--- config.mk ---
export PLATFORM = sky130hd
export DESIGN_NAME = mul_fac8_seq
export DESIGN_NICKNAME = d
export VERILOG_FILES = /design/src/rtl/mul_fac8_seq.sv
export SDC_FILE = /design/constraint.sdc
export NUM_CORES = 1
export LEC_CHECK = 0
export BUFFER_PORTS_ARGS = -buffer_cell sky130_fd_sc_hd__clkbuf_2
export CORE_UTILIZATION = 40
export CTS_CLUSTER_SIZE = 10
export DETAILED_ROUTE_END_ITERATION = 6
export GPL_TIMING_DRIVEN = 0
export PLACE_DENSITY_LB_ADDON = 0.25
export SLEW_MARGIN = 10
export SYNTH_ARGS = -nofsm -noshare
export SYNTH_HDL_FRONTEND = slang
export SYNTH_SLANG_ARGS = --single-unit
--- constraint.sdc ---
create_clock -name clk -period 1.5 [get_ports clk]
set_input_delay 0.075 -clock clk [delete_from_list [all_inputs] [get_ports clk]]
set_output_delay 0.075 -clock clk [all_outputs]
set_load 0.02 [all_outputs]
--- src/rtl/mul_fac8_seq.sv ---
// Frame sequencer for the mul_fac8_1 twiddle-multiply stage: counts 16-lane beats,
// steers the multiplier enable/select, and re-aligns valid/SOP/EOP behind its latency.
module mul_fac8_seq #(
    parameter int unsigned BEATS_PER_FRAME = 32,
    parameter int unsigned SEL_HOLD        = 8,
    parameter int unsigned MUL_LAT         = 1,
    parameter int unsigned CNT_W           = 5
) (
    input  logic       clk,
    input  logic       rst,
    input  logic       start,
    input  logic       din_valid,
    output logic       mul_en,
    output logic [1:0] mul_select,
    output logic       dout_valid,
    output logic       dout_sop,
    output logic       dout_eop,
    output logic       frame_done,
    output logic       busy,
    output logic       drop_err
);

    localparam int unsigned SEL_LSB = $clog2(SEL_HOLD);
    localparam int unsigned DRN_W   = 2;
    localparam logic [CNT_W-1:0] LAST_BEAT = CNT_W'(BEATS_PER_FRAME - 1);
    localparam logic [DRN_W-1:0] LAST_DRN  = DRN_W'(MUL_LAT - 1);

    typedef enum logic [1:0] {
        S_IDLE  = 2'd0,
        S_RUN   = 2'd1,
        S_DRAIN = 2'd2
    } state_t;

    state_t             state_q, state_d;
    logic [CNT_W-1:0]   beat_cnt_q, beat_cnt_d;
    logic [DRN_W-1:0]   drain_cnt_q, drain_cnt_d;
    logic               frame_done_q, frame_done_d;
    logic [MUL_LAT-1:0] vld_q, vld_d;
    logic [MUL_LAT-1:0] sop_q, sop_d;
    logic [MUL_LAT-1:0] eop_q, eop_d;
    logic               first_c;
    logic               last_c;

    // Next-state, beat counting and the multiplier-side controls.
    always_comb begin
        state_d      = state_q;
        beat_cnt_d   = beat_cnt_q;
        drain_cnt_d  = '0;
        frame_done_d = 1'b0;
        mul_en       = 1'b0;
        mul_select   = 2'd0;
        drop_err     = 1'b0;
        first_c      = 1'b0;
        last_c       = 1'b0;

        case (state_q)
            S_IDLE: begin
                drop_err = din_valid;
                // The cycle showing frame_done is already IDLE but must not re-arm.
                if (start && !frame_done_q) begin
                    state_d = S_RUN;
                end
            end
            S_RUN: begin
                mul_en     = din_valid;
                mul_select = beat_cnt_q[SEL_LSB+1:SEL_LSB];
                if (din_valid) begin
                    first_c = (beat_cnt_q == '0);
                    last_c  = (beat_cnt_q == LAST_BEAT);
                    if (last_c) begin
                        beat_cnt_d = '0;
                        state_d    = S_DRAIN;
                    end else begin
                        beat_cnt_d = beat_cnt_q + CNT_W'(1);
                    end
                end
            end
            S_DRAIN: begin
                drop_err    = din_valid;
                drain_cnt_d = drain_cnt_q + DRN_W'(1);
                if (drain_cnt_q == LAST_DRN) begin
                    drain_cnt_d  = '0;
                    frame_done_d = 1'b1;
                    state_d      = S_IDLE;
                end
            end
            default: begin
                state_d = S_IDLE;
            end
        endcase

        // Shift toward the MSB; the top stage lines up with the multiplier output.
        vld_d = MUL_LAT'({vld_q, mul_en});
        sop_d = MUL_LAT'({sop_q, first_c});
        eop_d = MUL_LAT'({eop_q, last_c});
    end

    always_ff @(posedge clk) begin
        if (rst) begin
            state_q      <= S_IDLE;
            beat_cnt_q   <= '0;
            drain_cnt_q  <= '0;
            frame_done_q <= 1'b0;
            vld_q        <= '0;
            sop_q        <= '0;
            eop_q        <= '0;
        end else begin
            state_q      <= state_d;
            beat_cnt_q   <= beat_cnt_d;
            drain_cnt_q  <= drain_cnt_d;
            frame_done_q <= frame_done_d;
            vld_q        <= vld_d;
            sop_q        <= sop_d;
            eop_q        <= eop_d;
        end
    end

    assign dout_valid = vld_q[MUL_LAT-1];
    assign dout_sop   = sop_q[MUL_LAT-1];
    assign dout_eop   = eop_q[MUL_LAT-1];
    assign frame_done = frame_done_q;
    assign busy       = (state_q != S_IDLE);

endmodule

==> results of run 1 <==
worst max-delay path, delay by kind of cell, from the launching register on:
family	cells	cell delay, ns
adders and majority gates	2	0.39
DFF	1	0.33
and+or+nand+nor	4	0.58
cell type report:
type	instances	area share, %
Multi-Input combinational cell	41	42.75
Sequential cell	13	38.53
Timing Repair Buffer	11	8.073
Clock buffer	4	3.853
Inverter	5	2.752
Tap cell	15	2.752
Buffer	2	1.284
stage by stage:
step,hold slack [ns],instance area (um2),std cells,util [%]
floorplan,0.2689,579.3,61,-
global placement,0.3803,653.1,87,49.57
detailed placement,0.3785,653.1,87,49.57
CTS,0.08670,679.4,91,51.57
global route,0.1345,681.9,91,51.76
finish,0.09224,681.9,91,51.76
repair_timing:
item / CTS / global route
endpoints found under the setup margin: 0 / 2
gates resized for setup: 0 / 2
buffers inserted: 0 / 0
power by group through the flow:
stage               combinational (W)  sequential, W  clock, W
global placement            0.0000604       0.000364         0
floorplan                   0.0000401       0.000366         0
global route                0.0000672       0.000358  0.000247
finish                      0.0000611       0.000357  0.000213
detailed placement          0.0000608       0.000364         0
CTS                         0.0000612       0.000356  0.000222
logic make-up (layout without fill, tap and decap cells):
kind of cell | after synthesis | in the layout
AND/OR/NAND/NOR | 29 | 29
buffers and inverters | 7 | 22
XOR/XNOR | 2 | 2
multiplexers | 2 | 2
adder cells (fa/ha/maj) | 4 | 4
AO/OA/AOI/OAI | 4 | 4
flip-flops | 13 | 13
sequential cells by signal, indices dropped and copies added, names as in the netlist:
signal,count
drain_cnt_q,2
dout_sop,1
dout_eop,1
dout_valid,1
beat_cnt_q,5
frame_done,1
state_q,2
synthesized netlist by cell type, types with 2 or more instances:
master and count:
and3b_2 2, dfxtp_1 13, ha_1 4, inv_1 5
mux2i_1 2, nand2_1 3, nand4b_1 2, nor2_1 10
nor3_1 2
per-layer routing:
| metal | vias up | GRT usage [%] | share of wire, % |
|---|---|---|---|
| li1 | 234 | - | - |
| met1 | 195 | 20.88 | 51 |
| met2 | 11 | 17.34 | 42 |
| met3 | 2 | 10.00 | 6.3 |
| met4 | 0 | 5.172 | 0.61 |
| met5 | - | 0 | 0 |
final timing paths:
kind | depth (start not counted) | slack (ns) | from | endpoint
setup reg to reg | 6 | 0.14 | beat_cnt_q[0] | beat_cnt_q[0]
hold reg to reg | 1 | 0.43 | drain_cnt_q[0] | drain_cnt_q[0]
hold / removal | 3 | 0.09 | start | state_q[0]
setup / recovery | 6 | 0.14 | beat_cnt_q[0] | beat_cnt_q[0]
==> impl_metrics.toml, run 1 <==
[critical_path]
crit_chain = "ha_1 -> and3_1 -> ha_1 -> nand4b_1 -> nand2b_1 -> nor2_1"
cp.required_ns = 1.71
path_class = "reg2reg"
cp_common_cell = "ha_1"
cp-start-kind = "flop"
critPathArrivalTime_ns = 1.57
critPathCaptureType = "flop"
path_max_fanout = 3
cp_slowest_cell = "dfxtp_2"
max_stage_delay_ns = 0.33

[global_route]
grt_max_degree = 11
antenna_found_initial = 0
grt.total_usage_pct = 14.91
grt_pass1_wl_um = 1490
grt_pass1_vias = 328
grt-ovfl-total = 0

[floorplanning]
die_width_um = 40.06
core_region_area_um2 = 1318
start_util_pct = 43.97
ios = 13
dieArea_um2 = 1604
rows = 13
dieHeight_um = 40.06

[cts]
cts_tree = "yes"
cts_buffers = 3
clock_latency_ns = 0.27
cts_root_buffer = "clkbuf_4"
clock-sinks = 13
cts_buffer_depth = 2
clk_pin_slew_ns = 0.08
ctsHoldBuffers = 0
cts.htree.levels = 1

[placed_design]
post-place-ws_ns = 0.1274
gp_congestion = 0.7578
dp_hpwl_um = 708.3
io_buffers = 11

[pwr]
p_int_w = 0.0004784
power.leakage_nw = 0.3344
power.switching_w = 0.0001522
p_per_area_nw_per_um2 = 924.7
pwr-share-seq_pct = 56.6
swShare_pct = 24.13
power_w = 0.0006306
clkPwrFrac_pct = 33.7
comb_power_share_pct = 9.7
ir_drop_v = 0.0006138

[final_layout]
diodes = 0
syn2layout_area_growth_pct = 17.71
seqCellArea_um2 = 262.8
final_nets = 85
layout_common_cells = "11 x dfxtp_1, 11 x clkbuf_2, 10 x nor2_1, 5 x inv_1, 4 x ha_1"
drive_gt1_share_pct = 30.26
multi_input_area_um2 = 291.5
fill_cells = 132

[synth]
synthArstFlopShare_pct = 0
ys_seq_area_share_pct = 44.92
synthTopCellsByArea = "dfxtp_1 45%, ha_1 8.6%, nor2_1 6.5%, and3b_2 3.5%, mux2i_1 3.5%"
synth.net_count = 69
yosys.area_share.simple_pct = 30.67
syn_inst = 61
ys_seq_elements = 13
synth-compound-area-share_pct = 4.536
synth_top_area_share_pct = 44.92
synth_ff_type = "dfxtp_1"
synth_xor_area_share_pct = 3.024
synth_edf_count = 0
synth_top_family_by_area = "simple AND/OR/NAND/NOR gates"
synthAdderAreaFrac_pct = 8.639
synthMuxAreaShare_pct = 3.456
yosysWarningCount = 0
synth.avg_cell_area_um2 = 9.497
synth_area_leader_cell = "dfxtp_1"
ys_types = 27
syn_area_um2 = 579.3

[sta]
slew_viol_final = 0
finalWorstSetupSlack_ns = 0.1375
max_slew_margin_pct = 76.40
finalHoldViolCount = 0
worst_clock_skew_ns = 0.003675
rsz0062_at_grt = "false"
clock.fmax_mhz = 734.0
worstMarginPinSlew_ns = 0.3540
min_period_ns = 1.362
finalSetupTns_ns = 0
min_period_over_period_pct = 90.83
setup_violations = 0

[route]
avgViaCountPerCell = 4.857
drt_iter0_drc = 7
wl_per_cell_um = 10.84
vias = 442
firstDrtPassIters = 4
drc_errors = 0
ant_nets = 0
routed_wl_um = 986

[status]
outcome = "finished, final reports clean"

[worst_hold_path]
hold_path.class = "in2reg"

[run]
drv_cap = 0
Note: power is estimated with default switching activity, not from simulation.
==> run 2: changes to the inputs <==
Settings changed: CELL_PAD_IN_SITES_DETAIL_PLACEMENT set to 2, CELL_PAD_IN_SITES_GLOBAL_PLACEMENT set to 2, CORE_UTILIZATION 40 to 30.
==> run 2 against run 1 <==
Worst hold slack better by 0.012 ns. Sequential power about the same. Fmax down 0.34%. Sequential cell count unchanged. Wire length up 30%. First-iteration DRC count unchanged. Critical path type unchanged. Largest power group unchanged. Highest routed layer unchanged.
==> impl_metrics.toml, run 2 (synthesis results as in run 1) <==
[pwr]
power.leakage_nw = 0.3382
power_w = 0.0006477
ir_drop_v = 0.0003530
p_per_area_nw_per_um2 = 924.4

[critical_path]
critPathArrivalTime_ns = 1.59
reg2reg_depth = 6
path_class = "reg2reg"
crit_chain = "ha_1 -> and3_1 -> ha_1 -> nand4b_1 -> nand2b_1 -> nor2_1"
path_max_fanout = 3
cp_slowest_cell = "dfxtp_1"
cp.required_ns = 1.72
critPathCaptureType = "flop"
critPathTopFamily = "simple AND/OR/NAND/NOR gates"
cp-start-kind = "flop"
cp_common_cell = "ha_1"
reg2reg_from = "beat_cnt_q[0]"
r2r_end = "beat_cnt_q[2]"
cp-startpoint = "beat_cnt_q[0]"
critPathBufInv = 0
max_stage_delay_ns = 0.34
r2r_slack_ns = 0.13

[route]
avgViaCountPerCell = 4.725
ant_nets = 0
met2_length_um = 637
routed_wl_um = 1285
wl_met3_um = 40
wl_met1_um = 595
drt_iter0_drc = 7
vias = 482
drc_errors = 0
wl_per_cell_um = 12.60
routed.top_layer = "met4"
firstDrtPassIters = 4

[final_layout]
seqCellArea_um2 = 261.5
largest_register = "beat_cnt_q"
largest_register_ffs = 5
diodes = 0
reg_top3 = "beat_cnt_q: 5 flops, drain_cnt_q: 2 flops, state_q: 2 flops"
multi_input_area_um2 = 291.5
layout_common_cells = "12 x dfxtp_1, 11 x clkbuf_2, 10 x nor2_1, 5 x inv_1, 4 x ha_1"
fin_util_pct = 39.72
syn2layout_area_growth_pct = 20.95
final_common_cell = "dfxtp_1"
fill_cells = 206
final_cells = 102
drive_gt1_share_pct = 29.87
final_area_um2 = 700.7
final_nets = 86

[sta]
min_period_over_period_pct = 91.14
finalHoldViolCount = 0
min_period_ns = 1.367
max_slew_margin_pct = 75.00
slew_viol_final = 0
clock.fmax_mhz = 731.5
worst_clock_skew_ns = 0.008064
setup_violations = 0
worstMarginPinSlew_ns = 0.3750
finalSetupTns_ns = 0

[global_route]
grt_pass1_vias = 460
grt-ovfl-total = 0
antenna_found_initial = 0
grt_pass1_wl_um = 2042
grt_max_degree = 11
grt.total_usage_pct = 14.01

[floorplanning]
ios = 13
core_region_area_um2 = 1764
dieArea_um2 = 2111
rows = 15
start_util_pct = 32.84
dieHeight_um = 45.95
die_width_um = 45.95

[worst_hold_path]
min_path_cells = 3
hold_end = "state_q[0]"
min_from = "start"
hold_path.class = "in2reg"

[placed_design]
dp_hpwl_um = 939.1
io_buffers = 11
place_inst = 97
placed_area_um2 = 665.6
gp_congestion = 0.6428

[status]
outcome = "finished, final reports clean"

[cts]
clock-sinks = 13
cts_buffer_depth = 2
clk_pin_slew_ns = 0.09
cts_root_buffer = "clkbuf_4"
clock_latency_ns = 0.28
cts_tree = "yes"
cts_buffers = 3
cts.htree.levels = 1

[run]
drv_cap = 0
## run 2: cell types whose count changed in the layout (fill, tap and decap cells not counted)
cell and change:
buf_4 +1, dfxtp_2 -1, dfxtp_1 +1
## run 2: per-stage QoR
stage | hold slack [ns] | worst slack, ns
3_3_place_gp | 0.3763 | 0.07847
3_5_place_dp | 0.3895 | 0.08248
6_report | 0.1046 | 0.1329
4_1_cts | 0.1042 | 0.04424
2_1_floorplan | 0.2689 | 0.2636
5_1_grt | 0.1123 | -0.008259
## run 2: tightest hold or removal path, cell delays in order
cell,delay [ns]
clkbuf_2,0.08
a22oi_1,0.06
nor3_1,0.12
## run 2: repair_timing
action | in CTS | in global routing
gates resized for setup | 0 | 1
endpoints found under the setup margin | 0 | 3
buffers inserted | 0 | 1
hold buffers | 0 | 0
## run 2: metal layers
| metal | GRT usage [%] | up-vias |
|---|---|---|
| met4 | 5.294 | 0 |
| li1 | - | 235 |
| met1 | 16.35 | 233 |
| met3 | 3.968 | 2 |
| met5 | 0 | - |
| met2 | 23.94 | 12 |
## run 2: cell type report
cell class | count | area share, %
buffer | 2 | 1.250
clock buffer | 4 | 3.750
inverter | 5 | 2.679
multi-input combinational | 41 | 41.61
sequential | 13 | 37.32
tap | 25 | 4.464
timing repair buffer | 12 | 8.929
## run 2: worst max-delay path by stage
stage	end	slack, ns	cells past startpoint
finish	beat_cnt_q[2]	0.13	6
global route	beat_cnt_q[2]	-0.008	6
CTS	beat_cnt_q[2]	0.04	6
detailed placement	beat_cnt_q[2]	0.08	6
global placement	beat_cnt_q[2]	0.08	6
floorplan	beat_cnt_q[3]	0.26	6
## run 2: where the power goes
| group | total [W] | internal (W) | switching (W) | leakage, nW |
|---|---|---|---|---|
| sequential | 0.000356 | 0.000352 | 0.00000446 | 0.106 |
| clock | 0.000228 | 0.000103 | 0.000125 | 0.0150 |
| combinational | 0.0000630 | 0.0000233 | 0.0000397 | 0.217 |
| total | 0.000648 | 0.000478 | 0.000170 | 0.338 |
